`config.mk`:
```
export PLATFORM = sky130hd
export DESIGN_NAME = interp_pk_proc_flat
export DESIGN_NICKNAME = d
export VERILOG_FILES = /design/src/rtl/interp_pk_pkg.sv /design/src/rtl/interp_pk_if.sv /design/src/rtl/interp_pk_proc_pk_chan.sv /design/src/rtl/interp_pk_proc.sv /design/src/flat_wrapper.sv
export SDC_FILE = /design/constraint.sdc
export NUM_CORES = 2
export LEC_CHECK = 0
export CAP_MARGIN = 20
export CORE_UTILIZATION = 54
export CTS_BUF_LIST = sky130_fd_sc_hd__clkbuf_8 sky130_fd_sc_hd__clkbuf_16
export DETAILED_ROUTE_END_ITERATION = 10
export GPL_TIMING_DRIVEN = 0
export PLACE_DENSITY = 0.79
export SYNTH_ARGS = -nofsm -noshare
export SYNTH_HDL_FRONTEND = slang
export SYNTH_SLANG_ARGS = --single-unit
```
`constraint.sdc`:
```
create_clock -name clk -period 8 [get_ports clk]
set_input_delay 1.6 -clock clk [delete_from_list [all_inputs] [get_ports clk]]
set_output_delay 1.6 -clock clk [all_outputs]
set_load 0.05 [all_outputs]
```
`src/rtl/interp_pk_pkg.sv`:
```
// interp_pk_pkg: shared mode encoding, width helpers and saturating magnitude for interp_pk_proc
package interp_pk_pkg;

    localparam logic MODE_BYP    = 1'b0;
    localparam logic MODE_INTERP = 1'b1;

    // Window beat counter width; it wraps naturally at 2^win_log2.
    function automatic int win_cnt_w(input int win_log2);
        return win_log2;
    endfunction

    // Sum of grp magnitudes of dw-1 bits each can never overflow this width.
    function automatic int grp_sum_w(input int dw, input int grp);
        return dw - 1 + $clog2(grp);
    endfunction

    // |x| for a dw-bit two's complement value; the most negative code saturates to 2^(dw-1)-1.
    function automatic logic [31:0] abs_sat(input logic signed [31:0] x, input int dw);
        logic signed [31:0] lo;
        lo = -(32'sd1 <<< (dw - 1));
        return (x == lo) ? 32'(-(lo + 32'sd1)) : (x < 0) ? 32'(-x) : 32'(x);
    endfunction

endpackage

```
`src/rtl/interp_pk_if.sv`:
```
// interp_pk_if: sample stream, thresholds and detection flags of interp_pk_proc
// master drives din/din_valid/interp_en/thresholds; slave drives dout/dout_valid/flags
interface interp_pk_if
    import interp_pk_pkg::*;
#(
    parameter int NCH = 8,
    parameter int DW  = 16,
    parameter int GRP = 4
);
    localparam int NG = NCH / GRP;
    localparam int SW = grp_sum_w(DW, GRP);

    logic              interp_en;
    logic [NCH*DW-1:0] din;
    logic              din_valid;
    logic [NCH*DW-1:0] dout;
    logic              dout_valid;
    logic [DW-2:0]     pk_thresh;
    logic [SW-1:0]     sum_thresh;
    logic [NCH-1:0]    pk;
    logic [NG-1:0]     grp_pk;
    logic [NG-1:0]     grp_sum;
    logic              win_done;
    logic              overrun;

    modport master (
        output interp_en, din, din_valid, pk_thresh, sum_thresh,
        input  dout, dout_valid, pk, grp_pk, grp_sum, win_done, overrun
    );

    modport slave (
        input  interp_en, din, din_valid, pk_thresh, sum_thresh,
        output dout, dout_valid, pk, grp_pk, grp_sum, win_done, overrun
    );

endinterface

```
`src/rtl/interp_pk_proc_pk_chan.sv`:
```
// pk_chan: per-channel saturating magnitude, windowed running max and threshold flag
// sample/valid: output beat; last: final beat of window; thresh: peak threshold
// peak: window max including the current beat; pk: registered flag updated after last
module pk_chan
    import interp_pk_pkg::*;
#(
    parameter int DW = 16
) (
    input  logic          clk,
    input  logic          rst,
    input  logic [DW-1:0] sample,
    input  logic          valid,
    input  logic          last,
    input  logic [DW-2:0] thresh,
    output logic [DW-2:0] peak,
    output logic          pk
);
    logic [DW-2:0] mag, run;

    assign mag  = (DW-1)'(abs_sat(32'($signed(sample)), DW));
    assign peak = (valid && mag > run) ? mag : run;

    always_ff @(posedge clk or negedge rst) begin
        if (!rst) begin
            run <= '0;
            pk  <= 1'b0;
        end else begin
            if (valid) run <= last ? '0 : peak;
            if (last) pk <= peak >= thresh;
        end
    end

endmodule

```
`src/rtl/interp_pk_proc.sv`:
```
// interp_pk_proc: 2x linear-midpoint interpolation or pass-through plus windowed peak detection
// clk: processing clock; rst: async active-low reset; bus: slave side of interp_pk_if
module interp_pk_proc
    import interp_pk_pkg::*;
#(
    parameter int NCH      = 8,
    parameter int DW       = 16,
    parameter int GRP      = 4,
    parameter int WIN_LOG2 = 6
) (
    input logic        clk,
    input logic        rst,
    interp_pk_if.slave bus
);
    localparam int NG = NCH / GRP;
    localparam int CW = win_cnt_w(WIN_LOG2);
    localparam int SW = grp_sum_w(DW, GRP);

    logic              mode, ph1, ph2, busy, accept, last;
    logic              dout_valid, win_done, overrun;
    logic [NCH*DW-1:0] cur, prev, mid, dout;
    logic [CW-1:0]     cnt;
    logic [NCH-1:0]    pk;
    logic [NG-1:0]     grp_sum, grp_hit;
    logic [DW-2:0]     peak [NCH];

    // An interpolated sample occupies two output beats; a strobe on the second is dropped.
    assign busy   = ph1 && mode == MODE_INTERP;
    assign accept = bus.din_valid && !busy;
    assign last   = dout_valid && &cnt;

    for (genvar c = 0; c < NCH; c++) begin : g_ch
        logic [DW:0] sum;
        assign sum = {cur[c*DW+DW-1], cur[c*DW +: DW]} + {prev[c*DW+DW-1], prev[c*DW +: DW]};
        assign mid[c*DW +: DW] = sum[DW:1];
        pk_chan #(.DW(DW)) u_pk (
            .clk    (clk),
            .rst    (rst),
            .sample (dout[c*DW +: DW]),
            .valid  (dout_valid),
            .last   (last),
            .thresh (bus.pk_thresh),
            .peak   (peak[c]),
            .pk     (pk[c])
        );
    end

    for (genvar g = 0; g < NG; g++) begin : g_grp
        logic [SW-1:0] sum;
        always_comb begin
            sum = '0;
            for (int i = 0; i < GRP; i++) sum = sum + SW'(peak[g*GRP+i]);
        end
        assign grp_hit[g]    = sum >= bus.sum_thresh;
        assign bus.grp_pk[g] = |pk[g*GRP +: GRP];
    end

    always_ff @(posedge clk or negedge rst) begin
        if (!rst) begin
            mode       <= MODE_BYP;
            ph1        <= 1'b0;
            ph2        <= 1'b0;
            cur        <= '0;
            prev       <= '0;
            dout       <= '0;
            dout_valid <= 1'b0;
            win_done   <= 1'b0;
            overrun    <= 1'b0;
            cnt        <= '0;
            grp_sum    <= '0;
        end else begin
            if (accept) begin
                cur  <= bus.din;
                mode <= bus.interp_en;
                // A mode change restarts interpolation from a zero predecessor.
                prev <= (bus.interp_en == mode) ? cur : '0;
            end
            overrun    <= overrun | (bus.din_valid & busy);
            ph1        <= accept;
            ph2        <= busy;
            dout_valid <= ph1 | ph2;
            if (ph1) dout <= (mode == MODE_INTERP) ? mid : cur;
            else if (ph2) dout <= cur;
            if (dout_valid) cnt <= cnt + 1'b1;
            win_done <= last;
            if (last) grp_sum <= grp_hit;
        end
    end

    assign bus.dout       = dout;
    assign bus.dout_valid = dout_valid;
    assign bus.pk         = pk;
    assign bus.grp_sum    = grp_sum;
    assign bus.win_done   = win_done;
    assign bus.overrun    = overrun;

endmodule

```
`src/flat_wrapper.sv`:
```
// flat-port wrapper written by rule: the top's interface ports become plain ports
module interp_pk_proc_flat import interp_pk_pkg::*;
#(
    parameter int NCH      = 8,
    parameter int DW       = 16,
    parameter int GRP      = 4,
    parameter int WIN_LOG2 = 6
)
  (clk, rst, bus_interp_en, bus_din, bus_din_valid, bus_pk_thresh, bus_sum_thresh, bus_dout, bus_dout_valid, bus_pk, bus_grp_pk, bus_grp_sum, bus_win_done, bus_overrun);
  interp_pk_if #(.NCH(NCH), .DW(DW), .GRP(GRP)) bus_i ();
  input logic clk;
  input logic rst;
  input wire logic [$bits(bus_i.interp_en)-1:0] bus_interp_en;
  input wire logic [$bits(bus_i.din)-1:0] bus_din;
  input wire logic [$bits(bus_i.din_valid)-1:0] bus_din_valid;
  input wire logic [$bits(bus_i.pk_thresh)-1:0] bus_pk_thresh;
  input wire logic [$bits(bus_i.sum_thresh)-1:0] bus_sum_thresh;
  output wire logic [$bits(bus_i.dout)-1:0] bus_dout;
  output wire logic [$bits(bus_i.dout_valid)-1:0] bus_dout_valid;
  output wire logic [$bits(bus_i.pk)-1:0] bus_pk;
  output wire logic [$bits(bus_i.grp_pk)-1:0] bus_grp_pk;
  output wire logic [$bits(bus_i.grp_sum)-1:0] bus_grp_sum;
  output wire logic [$bits(bus_i.win_done)-1:0] bus_win_done;
  output wire logic [$bits(bus_i.overrun)-1:0] bus_overrun;
  assign bus_i.interp_en = bus_interp_en;
  assign bus_i.din = bus_din;
  assign bus_i.din_valid = bus_din_valid;
  assign bus_i.pk_thresh = bus_pk_thresh;
  assign bus_i.sum_thresh = bus_sum_thresh;
  assign bus_dout = bus_i.dout;
  assign bus_dout_valid = bus_i.dout_valid;
  assign bus_pk = bus_i.pk;
  assign bus_grp_pk = bus_i.grp_pk;
  assign bus_grp_sum = bus_i.grp_sum;
  assign bus_win_done = bus_i.win_done;
  assign bus_overrun = bus_i.overrun;
  interp_pk_proc #(.NCH(NCH), .DW(DW), .GRP(GRP), .WIN_LOG2(WIN_LOG2)) u_core (.clk(clk), .rst(rst), .bus(bus_i));
endmodule
```
==> impl_metrics.py <==
metrics = {
    "global_route": {
        "grt_usage_pct": 35.5,
        "grt_use_met1_pct": 47.3,
        "grt.overflow.total": 0,
        "grt_pass1_vias": 32800,
        "grt_pass1_wl_um": 192000,
        "top_usage_layer": "met2",
        "antenna_found_initial": 1,
        "met3_usage_pct": 7.94,
        "grt_max_degree": 119,
        "use_met2_pct": 53.5,
    },
    "worst_setup_path": {
        "crit_path_end": "u_core.bus.grp_sum[0]$_DFFE_PN0P_",
        "worst_ep_required_time_ps": 8500,
        "worstSetupPathType": "flop to flop",
        "r2r_start": "u_core.bus.dout[1]$_DFFE_PN0P_",
        "startpoint_type": "flop",
        "arrival_ps": 9410,
        "path_max_fanout": 10,
        "cp-end-kind": "flop",
        "max_stage_delay_ps": 470,
        "reg2reg_depth": 40,
        "critical-path-slowest-cell": "or4_1",
        "rrSetupSlack_ps": -900,
        "r2r_end": "u_core.bus.grp_sum[0]$_DFFE_PN0P_",
        "crit_path_start": "u_core.bus.dout[1]$_DFFE_PN0P_",
    },
    "timing": {
        "finClkSkew_ps": 32.6,
        "min_period_ps": 8900,
        "hold_slack_ps": 473,
        "rsz0062_at_grt": "yes",
        "worst_pin_slew_ps": 1220,
        "fmax_ghz": 0.112,
        "hold_viol": 0,
        "relSlewSlack_pct": 18.9,
        "fin_crit_sh_pct": 111,
        "drv_slew": 0,
        "fin_ws_ps": -904,
        "setup_viol_count_final": 2,
    },
    "route": {
        "drt_wl_total_um": 129000,
        "via_per_inst": 6.21,
        "drcViolationCount": 0,
        "ant_nets": 0,
        "initialDrtViolationCount": 3479,
        "drt-pass1-iter-count": 7,
        "wl_per_cell_um": 23.3,
        "vias": 34300,
    },
    "clocking": {
        "holdBufCountCts": 0,
        "cts_buffers": 59,
        "cts_buffer_depth": 3,
        "clk_pin_slew_ps": 70,
        "htree_levels": 2,
        "cts_sinks": 526,
        "insertion_delay_ps": 650,
        "cts_tree": "yes",
        "cts_root_buf": "clkbuf_16",
    },
    "logic_synthesis": {
        "synthArstFlopShare_pct": 100,
        "yosys_warnings": 0,
        "netlist_area_um2": 37600,
        "synth_ff_type": "dfrtp_1",
        "syn_nets": 4656,
        "syn-mean-instance-area_um2": 9.42,
        "synth_cell_type_count": 74,
        "synth_edf_count": 0,
        "ys_ff_latch": 526,
        "synthCells": 3991,
        "yosysSeqAreaShare_pct": 35.0,
    },
    "die": {
        "floorplan.rows": 96,
        "dieHeight_um": 266,
        "start_util_pct": 54.7,
        "io_pins": 307,
        "die-area_um2": 70700,
        "core_area_um2": 68700,
        "die_x_um": 266,
    },
    "min_path": {
        "hold_start": "u_core.bus.overrun$_DFF_PN0_",
        "min_path_type": "flop to flop",
    },
    "layout": {
        "fillCellCount": 5260,
        "finalNonFillerCells": 5523,
        "areaGrowthSynthToFinish_pct": 23.4,
        "mostFrequentLayoutCells": "dfrtp_1 (502), ha_1 (437), nand2_1 (376), clkdlybuf4s50_1 (305), inv_1 (281)",
        "num_antenna_cells": 0,
        "final_common_cell": "dfrtp_1",
        "final_util_pct": 67.5,
        "drive_gt1_share_pct": 15.4,
        "nets": 5210,
    },
    "status": {
        "violations": "negative setup slack",
        "outcome": "finished, violations left",
    },
    "placement": {
        "dp_cells": 5233,
        "io_buffers": 306,
        "hpwl_um": 93800,
        "place.gp.congestion": 0.971,
    },
    "job": {
        "cap_violations": 0,
    },
}
[worst max-delay path: cells and delay by family, from the launching register on]
family                   cells  cell delay, ps
buffers and inverters        5             760
AO/OA/AOI/OAI               18            3500
AND/OR/NAND/NOR              9            1940
adder cells (fa/ha/maj)      6            1810
XOR/XNOR                     2             280
flip-flops                   1             440
[state kept, by name, summed over array words and instances (netlist names), 2 cells and up]
signal	count
u_core.prev	128
u_core.g_ch.u_pk.pk	8
u_core.cur	128
u_core.g_ch.u_pk.run	120
u_core.bus.dout	128
u_core.bus.grp_sum	2
u_core.cnt	6
[synthesized netlist by cell type, drive strengths merged, types with 42 or more instances]
library cell	count	area [um2]
inv	282	1060
ha	461	5770
a22o	121	1060
nand3	51	255
nand2	379	1420
xnor2	100	876
nor3	69	345
mux2	185	2080
xor2	100	876
clkbuf	140	526
or3	42	263
nor2	184	691
and2	125	782
a21oi	218	1090
a21o	84	631
o31ai	52	390
o21ai	287	1440
dfrtp	526	13200
o21a	57	428
[layout make-up]
class	instances	area, um2	area share [%]
buffer	156	722	1.56
sequential	526	13200	28.4
inverter	283	1060	2.30
clock inverter	41	508	1.10
multi-input combinational	3023	23500	50.7
tap	931	1160	2.51
timing repair buffer	496	4610	9.95
clock buffer	67	1590	3.42
[per-layer routing]
metal | vias to the layer above | share of wire [%]
met2 | 1918 | 43
li1 | 15500 | -
met1 | 16500 | 40
met3 | 459 | 11
met4 | 2 | 6.4
met5 | - | 0.0062
[logic make-up after synthesis]
family / share of synthesized area, %
compound gates: 19.2
simple gates: 13.2
flops: 35.0
fa+ha+maj: 17.6
buf+inv: 4.50
xor+xnor: 4.66
mux: 5.84
[worst min path at each step]
stage / endpoint / slack (ps) / depth (start not counted)
6_report: u_core.bus.overrun$_DFF_PN0_ / 470 / 1
5_1_grt: u_core.cnt[5]$_DFFE_PN0P_ / 490 / 1
4_1_cts: u_core.bus.overrun$_DFF_PN0_ / 480 / 1
3_5_place_dp: u_core.bus.overrun$_DFF_PN0_ / 460 / 1
3_3_place_gp: u_core.bus.overrun$_DFF_PN0_ / 450 / 1
2_1_floorplan: u_core.cnt[5]$_DFFE_PN0P_ / 440 / 1
[per-stage QoR]
step / setup slack (ps) / instance area, um2 / setup TNS (ps)
after CTS: -522 / 45900 / -823
after detailed placement: -1090 / 42200 / -2080
after floorplan: -112 / 37800 / -215
final: -904 / 46400 / -1520
after global placement: -20230 / 42100 / -9579630
after global routing: -1210 / 46400 / -2080
[what timing repair did]
action,CTS,global route
resized for setup,97,62
pin swaps,53,56
setup endpoints to repair,2,2
cloned,0,0
buffers inserted,157,30
Power is not shown: default switching activity piles up to over one toggle a cycle in this logic, so the estimate is an artifact.
